$ cat src/rtl/rs485_pkg.sv
// Shared types and constants for the RS485 transmit controller.
package rs485_pkg;

   // Payload bits per UART 8N1 frame.
   localparam int DATA_BITS = 8;

   // Transmit FSM states, in frame order.
   typedef enum logic [2:0] {
      ST_IDLE  = 3'd0,
      ST_LEAD  = 3'd1,
      ST_START = 3'd2,
      ST_DATA  = 3'd3,
      ST_STOP  = 3'd4,
      ST_TRAIL = 3'd5
   } tx_state_e;

   // Clocks per bit time (integer divide).
   function automatic int calc_bps_cnt(input int clk_freq, input int uart_bps);
      return clk_freq / uart_bps;
   endfunction

endpackage

$ cat src/rtl/rs485_bit_timer.sv
// Bit-time timer: counts BPS_CNT clocks per bit, pulses bit_end_o on the
// last clock of each bit and counts completed bit times (mod 4) for the
// multi-bit LEAD/TRAIL phases. clear_i restarts both counts.
module rs485_bit_timer #(
   parameter int BPS_CNT = 434,
   parameter int CNT_W   = $clog2(BPS_CNT * 4)
) (
   input  logic       clk_i,
   input  logic       rst_n_i,
   input  logic       clear_i,
   output logic       bit_end_o,
   output logic [1:0] bit_num_o
);

   localparam logic [CNT_W-1:0] CNT_LAST = CNT_W'(BPS_CNT - 1);

   logic [CNT_W-1:0] cnt_q, cnt_d;
   logic [1:0]       bits_q, bits_d;
   logic             bit_end_s;

   assign bit_end_s = (cnt_q == CNT_LAST);
   assign bit_end_o = bit_end_s;
   assign bit_num_o = bits_q;

   // Next counts: clear wins, otherwise wrap at the end of each bit time.
   always_comb begin
      cnt_d  = cnt_q;
      bits_d = bits_q;
      if (clear_i) begin
         cnt_d  = {CNT_W{1'b0}};
         bits_d = 2'd0;
      end else if (bit_end_s) begin
         cnt_d  = {CNT_W{1'b0}};
         bits_d = bits_q + 2'd1;
      end else begin
         cnt_d  = cnt_q + CNT_W'(1);
      end
   end

   // Counter registers.
   always_ff @(posedge clk_i or negedge rst_n_i) begin
      if (!rst_n_i) begin
         cnt_q  <= {CNT_W{1'b0}};
         bits_q <= 2'd0;
      end else begin
         cnt_q  <= cnt_d;
         bits_q <= bits_d;
      end
   end

endmodule

$ cat src/rtl/rs485_tx_ctrl.sv
// RS485 transmit controller: UART 8N1 serialiser that owns the transceiver
// direction pins, keeping the driver enabled for a lead time before the
// start bit and a trail time after the last stop bit. Back-to-back bytes
// are chained without dropping DE.
module rs485_tx_ctrl
   import rs485_pkg::*;
#(
   parameter int CLK_FREQ      = 50000000,
   parameter int UART_BPS      = 115200,
   parameter int DE_LEAD_BITS  = 1,
   parameter int DE_TRAIL_BITS = 1
) (
   input  logic       sys_clk,
   input  logic       sys_rst_n,
   input  logic       tx_valid,
   input  logic [7:0] tx_data,
   output logic       tx_ready,
   output logic       tx_busy,
   output logic       rs485_uart_txd,
   output logic       rs485_de,
   output logic       rs485_re_n
);

   localparam int BPS_CNT = calc_bps_cnt(CLK_FREQ, UART_BPS);
   localparam int CNT_W   = $clog2(BPS_CNT * 4);

   // Last bit-time index of LEAD/TRAIL (only used when the phase exists).
   localparam int          LEAD_LAST_I  = (DE_LEAD_BITS > 0)  ? DE_LEAD_BITS - 1  : 0;
   localparam int          TRAIL_LAST_I = (DE_TRAIL_BITS > 0) ? DE_TRAIL_BITS - 1 : 0;
   localparam logic [1:0]  LEAD_LAST    = 2'(LEAD_LAST_I);
   localparam logic [1:0]  TRAIL_LAST   = 2'(TRAIL_LAST_I);
   localparam logic [2:0]  BIT_LAST     = 3'(DATA_BITS - 1);

   if (BPS_CNT < 2) begin : g_bps_check
      $error("rs485_tx_ctrl: CLK_FREQ/UART_BPS must be at least 2");
   end
   if ((DE_LEAD_BITS < 0) || (DE_LEAD_BITS > 3) ||
       (DE_TRAIL_BITS < 0) || (DE_TRAIL_BITS > 3)) begin : g_de_check
      $error("rs485_tx_ctrl: DE_LEAD_BITS/DE_TRAIL_BITS must be 0..3");
   end

   tx_state_e  state_q, state_d;
   logic [7:0] data_q, data_d;
   logic [2:0] bit_idx_q, bit_idx_d;
   logic       txd_q, txd_d;
   logic       de_q, de_d;
   logic       busy_q;
   logic       re_n_q;

   logic       bit_end_s;
   logic [1:0] bit_num_s;
   logic       timer_clear_s;
   logic       ready_s;
   logic       accept_s;

   // Ready in IDLE, and on the last STOP clock so a waiting byte chains on.
   assign ready_s  = (state_q == ST_IDLE) | ((state_q == ST_STOP) & bit_end_s);
   assign accept_s = tx_valid & ready_s;
   // Timer restarts on every state change and stays parked while idle.
   assign timer_clear_s = (state_q == ST_IDLE) | (state_d != state_q);

   rs485_bit_timer #(
      .BPS_CNT (BPS_CNT),
      .CNT_W   (CNT_W)
   ) u_bit_timer (
      .clk_i     (sys_clk),
      .rst_n_i   (sys_rst_n),
      .clear_i   (timer_clear_s),
      .bit_end_o (bit_end_s),
      .bit_num_o (bit_num_s)
   );

   // Next-state, byte latch and bit index.
   always_comb begin
      state_d   = state_q;
      data_d    = data_q;
      bit_idx_d = bit_idx_q;
      case (state_q)
         ST_IDLE: begin
            if (accept_s) begin
               data_d  = tx_data;
               state_d = (DE_LEAD_BITS > 0) ? ST_LEAD : ST_START;
            end else begin
               state_d = ST_IDLE;
            end
         end
         ST_LEAD: begin
            if (bit_end_s && (bit_num_s == LEAD_LAST)) begin
               state_d = ST_START;
            end else begin
               state_d = ST_LEAD;
            end
         end
         ST_START: begin
            if (bit_end_s) begin
               state_d   = ST_DATA;
               bit_idx_d = 3'd0;
            end else begin
               state_d   = ST_START;
            end
         end
         ST_DATA: begin
            if (bit_end_s) begin
               if (bit_idx_q == BIT_LAST) begin
                  state_d   = ST_STOP;
                  bit_idx_d = 3'd0;
               end else begin
                  bit_idx_d = bit_idx_q + 3'd1;
               end
            end else begin
               state_d = ST_DATA;
            end
         end
         ST_STOP: begin
            if (bit_end_s) begin
               if (accept_s) begin
                  data_d  = tx_data;
                  state_d = ST_START;
               end else begin
                  state_d = (DE_TRAIL_BITS > 0) ? ST_TRAIL : ST_IDLE;
               end
            end else begin
               state_d = ST_STOP;
            end
         end
         ST_TRAIL: begin
            if (bit_end_s && (bit_num_s == TRAIL_LAST)) begin
               state_d = ST_IDLE;
            end else begin
               state_d = ST_TRAIL;
            end
         end
         default: begin
            state_d   = ST_IDLE;
            bit_idx_d = 3'd0;
         end
      endcase
   end

   // Output values for the coming state, so the pins change on the same edge.
   always_comb begin
      txd_d = 1'b1;
      case (state_d)
         ST_START: txd_d = 1'b0;
         ST_DATA:  txd_d = data_q[bit_idx_d];
         default:  txd_d = 1'b1;
      endcase
      de_d = (state_d != ST_IDLE);
   end

   // State, data and registered pin drivers.
   always_ff @(posedge sys_clk or negedge sys_rst_n) begin
      if (!sys_rst_n) begin
         state_q   <= ST_IDLE;
         data_q    <= 8'h00;
         bit_idx_q <= 3'd0;
         txd_q     <= 1'b1;
         de_q      <= 1'b0;
         busy_q    <= 1'b0;
         re_n_q    <= 1'b0;
      end else begin
         state_q   <= state_d;
         data_q    <= data_d;
         bit_idx_q <= bit_idx_d;
         txd_q     <= txd_d;
         de_q      <= de_d;
         busy_q    <= de_d;
         re_n_q    <= de_d;
      end
   end

   assign tx_ready       = ready_s;
   assign tx_busy        = busy_q;
   assign rs485_uart_txd = txd_q;
   assign rs485_de       = de_q;
   assign rs485_re_n     = re_n_q;

endmodule

$ cat config.mk
export PLATFORM = sky130hd
export DESIGN_NAME = rs485_tx_ctrl
export DESIGN_NICKNAME = d
export VERILOG_FILES = /design/src/rtl/rs485_pkg.sv /design/src/rtl/rs485_bit_timer.sv /design/src/rtl/rs485_tx_ctrl.sv
export SDC_FILE = /design/constraint.sdc
export NUM_CORES = 1
export LEC_CHECK = 0
export ABC_AREA = 1
export BUFFER_PORTS_ARGS = -buffer_cell sky130_fd_sc_hd__buf_2
export CELL_PAD_IN_SITES_DETAIL_PLACEMENT = 0
export CELL_PAD_IN_SITES_GLOBAL_PLACEMENT = 1
export CORE_MARGIN = 4
export CORE_UTILIZATION = 40
export CTS_BUF_LIST = sky130_fd_sc_hd__clkbuf_16
export CTS_CLUSTER_SIZE = 8
export DETAILED_ROUTE_END_ITERATION = 10
export GPL_TIMING_DRIVEN = 0
export PLACE_DENSITY = 0.73
export SYNTH_ARGS = -nofsm -noshare
export SYNTH_HDL_FRONTEND = slang
export SYNTH_HIERARCHICAL = 1
export SYNTH_SLANG_ARGS = --single-unit
$ cat constraint.sdc
create_clock -name sys_clk -period 3.7 [get_ports sys_clk]
set_input_delay 0.555 -clock sys_clk [delete_from_list [all_inputs] [get_ports sys_clk]]
set_output_delay 0.555 -clock sys_clk [all_outputs]
set_load 0.05 [all_outputs]
After elaboration in Yosys (flattened, before gate mapping)
Cells that the tools add are included.

word-level totals
  register bits = 29
  bits in latches = 0
  RAM bits = 0
  bits in read-only memories = 0
  input port bits = 11
  output and inout bits = 5
  logic and storage cells = 57
  memories kept = 0

operators by class
  $add $sub $neg = 3
  multiply operators = 0
  div/mod/pow operators = 0
  magnitude comparators = 1
  eq/ne operators = 11
  shift operators = 0
  muxes and demuxes = 23
  bitwise gates (word level) = 4
  reduce and logical (&&, ||, !) cells = 8

operator list
  operator                                                    number
  two-way mux 3 bit                                           8
  two-way mux 11 bit                                          2
  case mux 3 bit (6 select lines)                             1
  two-way mux 8 bit                                           2
  case mux 8 bit (2 select lines)                             1
  == test 3 x 2 -> 1 bit, second input constant               4
  adder 11 x 1 -> 11 bit, second input constant               1
  == test 11 x 9 -> 1 bit, second input constant              1
  == test 3 bit, second input constant                        3
  case mux 3 bit (3 select lines)                             1
  two-way mux 2 bit                                           3
  less-than comparator 3 x 4 -> 1 bit, second input constant  1
  nonzero test 2 bit                                          2
  OR reduction 4 bit                                          1
  adder 3 x 1 -> 3 bit, second input constant                 1
  binary-select mux 1 bit (select 3 bit)                      1
  == test 3 x 1 -> 1 bit, second input constant               1
  logical NOT 3 bit                                           1
  two-way mux 1 bit                                           3
  != test 3 bit                                               1
  nonzero test 3 bit                                          1
  adder 2 x 1 -> 2 bit, second input constant                 1
  AND 1 bit                                                   2
  logical NOT 2 bit                                           1
  5 further kinds                                             6

Depth between registers and ports, before layout
  word-level depth = 10
  mapped depth = 16
  depth with buffers taken out = 15

Hierarchy
The synthesis kept the hierarchy.

by module, submodules not included
  module           instances  cells an instance  area an instance (sq um)  seq. area each (sq um)
  rs485_tx_ctrl    1          131                1033.5                    401.6
  rs485_bit_timer  1          102                769.5                     325.3

Worst setup path before layout
No wires, ideal clock.

  path kind = register to register
  start point = register u_bit_timer.cnt_q[1]
  end point = register data_q[0]
  library setup time = 0.124 ns
  arrival = 2.316 ns
  data required time = 3.576 ns
  path slack = 1.261 ns
  stages on the path, launching flop included = 12
  path buffers = 2
  clock period less this slack = 2.439 ns
  cell sequence = dfrtp_1 inv_1 ha_1 nand2_1 nor4_1 clkbuf_8 inv_2 a21oi_2 nand2_1 buf_2 nor2_1 a21oi_1

on the way
  word-level cells in the longest chain between the ends = 7
  elaborated cells between the ends (all ways) = 9
  classes of those cells = eq/ne: 2; mux: 3; bitwise: 3; reduce/logical: 1

RTL lines
  what                               RTL line               source
  start: declaration                 rs485_bit_timer.sv:17  logic [CNT_W-1:0] cnt_q, cnt_d;
  start signal: assignment           rs485_bit_timer.sv:43  cnt_q <= {CNT_W{1'b0}};
  start signal: assignment           rs485_bit_timer.sv:46  cnt_q <= cnt_d;
  == test 11 x 9 -> 1 bit *          rs485_bit_timer.sv:21  assign bit_end_s = (cnt_q == CNT_LAST);
  named net bit_end_s                rs485_tx_ctrl.sv:50    logic bit_end_s;
  AND 1 bit *                        rs485_tx_ctrl.sv:57    assign ready_s = (state_q == ST_IDLE) | ((state_q == ST_STOP) & bit_end_s);
  bitwise OR 1 bit *                 rs485_tx_ctrl.sv:57
  named net tx_ready                 rs485_tx_ctrl.sv:17    output logic tx_ready,
  AND 1 bit *                        rs485_tx_ctrl.sv:58    assign accept_s = tx_valid & ready_s;
  two-way mux 8 bit *                n/a
  two-way mux 8 bit                  n/a
  case mux 8 bit (2 select lines) *  n/a
  end signal: assignment             rs485_tx_ctrl.sv:163   data_q <= data_d;
  end: declaration                   rs485_tx_ctrl.sv:43    logic [7:0] data_q, data_d;

Mark *: on every way through the listed nets, which the timed path passes. The rest lies on a longest branch. The select of a mux whose other input is x is not followed.
A chain may end at the register's enable or synchronous reset.

Worst setup path in the final report
  start point = register u_bit_timer.cnt_q[1]
  end point = register u_bit_timer.bits_q[1], in the netlist u_bit_timer/bit_num_o[1]

on the way
  word-level cells in the longest chain between the ends = 10
  elaborated cells between the ends (all ways) = 17
  classes of those cells = eq/ne: 2; mux: 9; bitwise: 4; reduce/logical: 2

RTL lines
  what                                                     RTL line               source
  == test 11 x 9 -> 1 bit *                                rs485_bit_timer.sv:21
  named net bit_end_s                                      rs485_tx_ctrl.sv:50
  AND 1 bit                                                rs485_tx_ctrl.sv:57
  bitwise OR 1 bit                                         rs485_tx_ctrl.sv:57
  AND 1 bit                                                rs485_tx_ctrl.sv:58
  two-way mux 3 bit                                        rs485_tx_ctrl.sv:116   if (accept_s) begin
  two-way mux 3 bit                                        rs485_tx_ctrl.sv:115   if (bit_end_s) begin
  case mux 3 bit (6 select lines) *                        rs485_tx_ctrl.sv:78    case (state_q)
  named net state_d[0]                                     rs485_tx_ctrl.sv:42    tx_state_e state_q, state_d;
  != test 3 bit *                                          rs485_tx_ctrl.sv:60    assign timer_clear_s = (state_q == ST_IDLE) | (state_d != state_q);
  bitwise OR 1 bit *                                       rs485_tx_ctrl.sv:60
  named net timer_clear_s                                  rs485_tx_ctrl.sv:52    logic timer_clear_s;
  two-way mux 2 bit or nonzero test 2 bit (tied branches)  n/a
  end signal: assignment                                   rs485_bit_timer.sv:47  bits_q <= bits_d;
  end: declaration                                         rs485_bit_timer.sv:18  logic [1:0] bits_q, bits_d;

Mark *: on every way through the listed nets, which the timed path passes. The rest lies on a longest branch.

==> impl_metrics.py <==
metrics = {
    "worst_setup_path": {
        "crit_fanout": 10,
        "critPathCaptureType": "register",
        "worst-r2r-cell-count": 14,
        "worstReg2RegEnd": "u_bit_timer/bit_num_o[1]",
        "cp.arrival_ps": 2980,
        "path_common_cell": "nand2_1",
        "timing.rr.start": "u_bit_timer/cnt_q[1]",
        "worst-path-buf-inv": 5,
        "critical_path_required_ps": 3850,
        "cp_slowest_cell": "dfrtp_1",
        "r2r_slack_ps": 880,
        "cp_top_family": "simple AND/OR/NAND/NOR gates",
        "critical-path-max-stage-delay_ps": 400,
        "crit_type": "reg2reg",
        "crit_chain": "inv_1 -> ha_1 -> nand2_1 -> nor4_1 -> clkbuf_8 -> inv_2 -> o21ai_2 -> nand4_2 -> xor2_1 -> inv_1 -> nand2_1 -> clkinv_1 -> nand4_1 -> nand2_1",
        "crit_path_start_kind": "register",
    },
    "timing": {
        "rsz0062_at_grt": "false",
        "period_minus_slack_ps": 2820,
        "max_slew_margin_pct": 56.0,
        "final-max-slew-violation-count": 0,
        "hold_viol_final": 0,
        "clock_skew_ps": 1.29,
        "period_share_pct": 76.3,
        "tightest_slew_ps": 661,
        "clock.fmax_mhz": 354,
        "setup_tns_ps": 0,
        "setup_viol": 0,
    },
    "placed_design": {
        "io_buffers": 15,
        "hpwl_um": 2790,
        "gp_congestion": 0.799,
    },
    "yosys": {
        "synthTopCellsByCount": "nand2_1 (49), inv_1 (32), dfrtp_1 (28), nor2_1 (28), nand3_1 (24)",
        "synth-main-ff-cell": "dfrtp_1",
        "ys_warn_count": 6,
        "syn_area_um2": 1800,
        "synth_most_common_cell": "nand2_1",
        "async_reset_ff_share_pct": 100,
        "ys_ff_latch": 29,
        "synth_top_cell_by_area": "dfrtp_1",
        "netlist-cell-type-count": 35,
        "syn_inst": 233,
        "synth_nets": 248,
        "synth_area_leaders": "dfrtp_1 (39%), nand2_1 (10%), nand3_1 (6.7%)",
        "synth_edf_count": 0,
        "seq_area_frac_synth_pct": 40.3,
        "avgSynthCellArea_um2": 7.74,
        "synth_top_area_share_pct": 38.9,
    },
    "global_route": {
        "grt_pass1_wl_um": 6420,
        "grt_usage_pct": 15.2,
        "grt_max_degree": 30,
        "antenna_found_initial": 0,
        "grt_pass1_vias": 1400,
        "grt-ovfl-total": 0,
    },
    "clocking": {
        "cts_tree": "built",
        "cts.sinks": 29,
        "root_buffer": "clkbuf_16",
        "numCtsBuffers": 5,
        "postCtsSetupRepairBufs": 0,
        "clock_latency_ps": 270,
        "cts_buffer_depth": 2,
        "cts.clk_slew.worst_paths_ps": 50,
        "cts.repair.resized": 0,
        "cts_hold_buffers": 0,
        "htree_levels": 2,
    },
    "drt": {
        "via_count": 1478,
        "drtPass1Iterations": 4,
        "drt_iter0_markers": 99,
        "wirelength_um": 3700,
        "viasPerCell": 4.81,
        "drc": 0,
        "antenna_left": 0,
        "avgRoutedWirePerCell_um": 12.0,
    },
    "final_layout": {
        "seqCellArea_um2": 727,
        "area_growth_pct": 16.7,
        "utilization_pct": 48.3,
        "multi_input_area_um2": 892,
        "fillers": 433,
        "final_net_count": 270,
        "diodes": 0,
        "layout-drive-gt1-share_pct": 22.7,
    },
    "run": {
        "maxCapViolations": 0,
    },
    "die": {
        "core_um2": 4350,
        "row_count": 24,
        "ios": 16,
        "start_util_pct": 41.4,
        "die_y_um": 75.1,
        "die_w_um": 75.1,
        "die-area_um2": 5650,
    },
    "worst_hold_path": {
        "hp-class": "in2async",
    },
    "status": {
        "outcome": "completed",
    },
    "power": {
        "power.density_nw_per_um2": 482,
        "peakVddDrop_mv": 0.243,
        "p_leak_nw": 1.02,
    },
}
## worst max-delay path by stage
stage | from | endpoint | slack, ps | cells after the start
2_1_floorplan | u_bit_timer/cnt_q[1] | data_q[0] | 1260 | 11
3_3_place_gp | u_bit_timer/cnt_q[1] | u_bit_timer/bit_num_o[1] | 870 | 14
3_5_place_dp | u_bit_timer/cnt_q[1] | u_bit_timer/bit_num_o[1] | 860 | 14
4_1_cts | u_bit_timer/cnt_q[1] | u_bit_timer/bit_num_o[1] | 850 | 14
5_1_grt | u_bit_timer/cnt_q[1] | u_bit_timer/bit_num_o[0] | 610 | 14
6_report | u_bit_timer/cnt_q[1] | u_bit_timer/bit_num_o[1] | 880 | 14
## where the power goes
group / leakage, nW / switching (mW) / internal (mW)
clock network: 0.0797 / 0.128 / 0.311
registers: 0.364 / 0.0310 / 0.364
logic: 0.576 / 0.113 / 0.0667
total: 1.02 / 0.273 / 0.742
## worst register-to-register path, stage by stage (launching register included)
cell and delay [ps]:
dfrtp_1 400, inv_1 70, ha_1 170, nand2_1 80
nor4_1 320, clkbuf_8 250, inv_2 80, o21ai_2 240
nand4_2 180, xor2_1 160, inv_1 50, nand2_1 160
clkinv_1 280, nand4_1 190, nand2_1 70
## metrics by stage
step	setup WS (ps)	total power, mW	area, um2	std cells	hold slack, ps
4_1_cts	848	1.03	2100	307	339
2_1_floorplan	1260	0.530	1800	233	259
3_5_place_dp	857	0.580	1940	300	489
6_report	876	1.01	2100	307	316
5_1_grt	608	1.07	2100	307	372
3_3_place_gp	867	0.581	1940	300	492
## placed cells by master, fill, tap and decap left out, types with 2 or more instances in the layout
cell,n
a21oi_1,9
buf_2,16
buf_4,3
clkbuf_16,5
dfrtp_1,28
ha_1,4
inv_1,32
inv_2,2
nand2_1,49
nand2_2,4
nand2_4,3
nand3_1,24
nand3_2,4
nand3b_1,2
nand4_1,6
nor2_1,28
nor2_2,8
nor2_4,2
nor3_1,2
o21ai_0,3
o21ai_2,2
xnor2_1,2
xor2_1,2
## flip-flops by register name, summed over array words and instances, names as in the netlist
| signal | flops |
|---|---|
| u_bit_timer/cnt_q | 11 |
| state_q | 3 |
| rs485_uart_txd | 1 |
| bit_idx_q | 3 |
| rs485_re_n | 1 |
| u_bit_timer/bit_num_o | 2 |
| data_q | 8 |
## per-layer routing
metal / share of wire (%) / vias to the layer above / track usage, %
met3: 4.4 / 2 / 4.81
met4: 0.97 / 0 / 5.24
met1: 48 / 658 / 19.4
met2: 47 / 26 / 24.6
met5: 0 / - / 0
li1: - / 792 / -
## layout make-up
type | count | area share (%)
Inverter | 35 | 6.25
Multi-Input combinational cell | 163 | 42.4
Sequential cell | 29 | 34.6
Tap cell | 52 | 3.09
Timing Repair Buffer | 15 | 3.57
Clock buffer | 5 | 5.95
Buffer | 6 | 2.50
Clock inverter | 2 | 1.67
## cell families after synthesis
logic type / share of synthesized area, %
xor gates and xnor gates: 1.94
buffers and inverters: 10.2
and+or+nand+nor: 38.7
DFF: 40.3
AOI/OAI and AO/OA: 5.48
muxes: 0.625
adders and majority gates: 2.78
(Power assumes the default switching activity.)
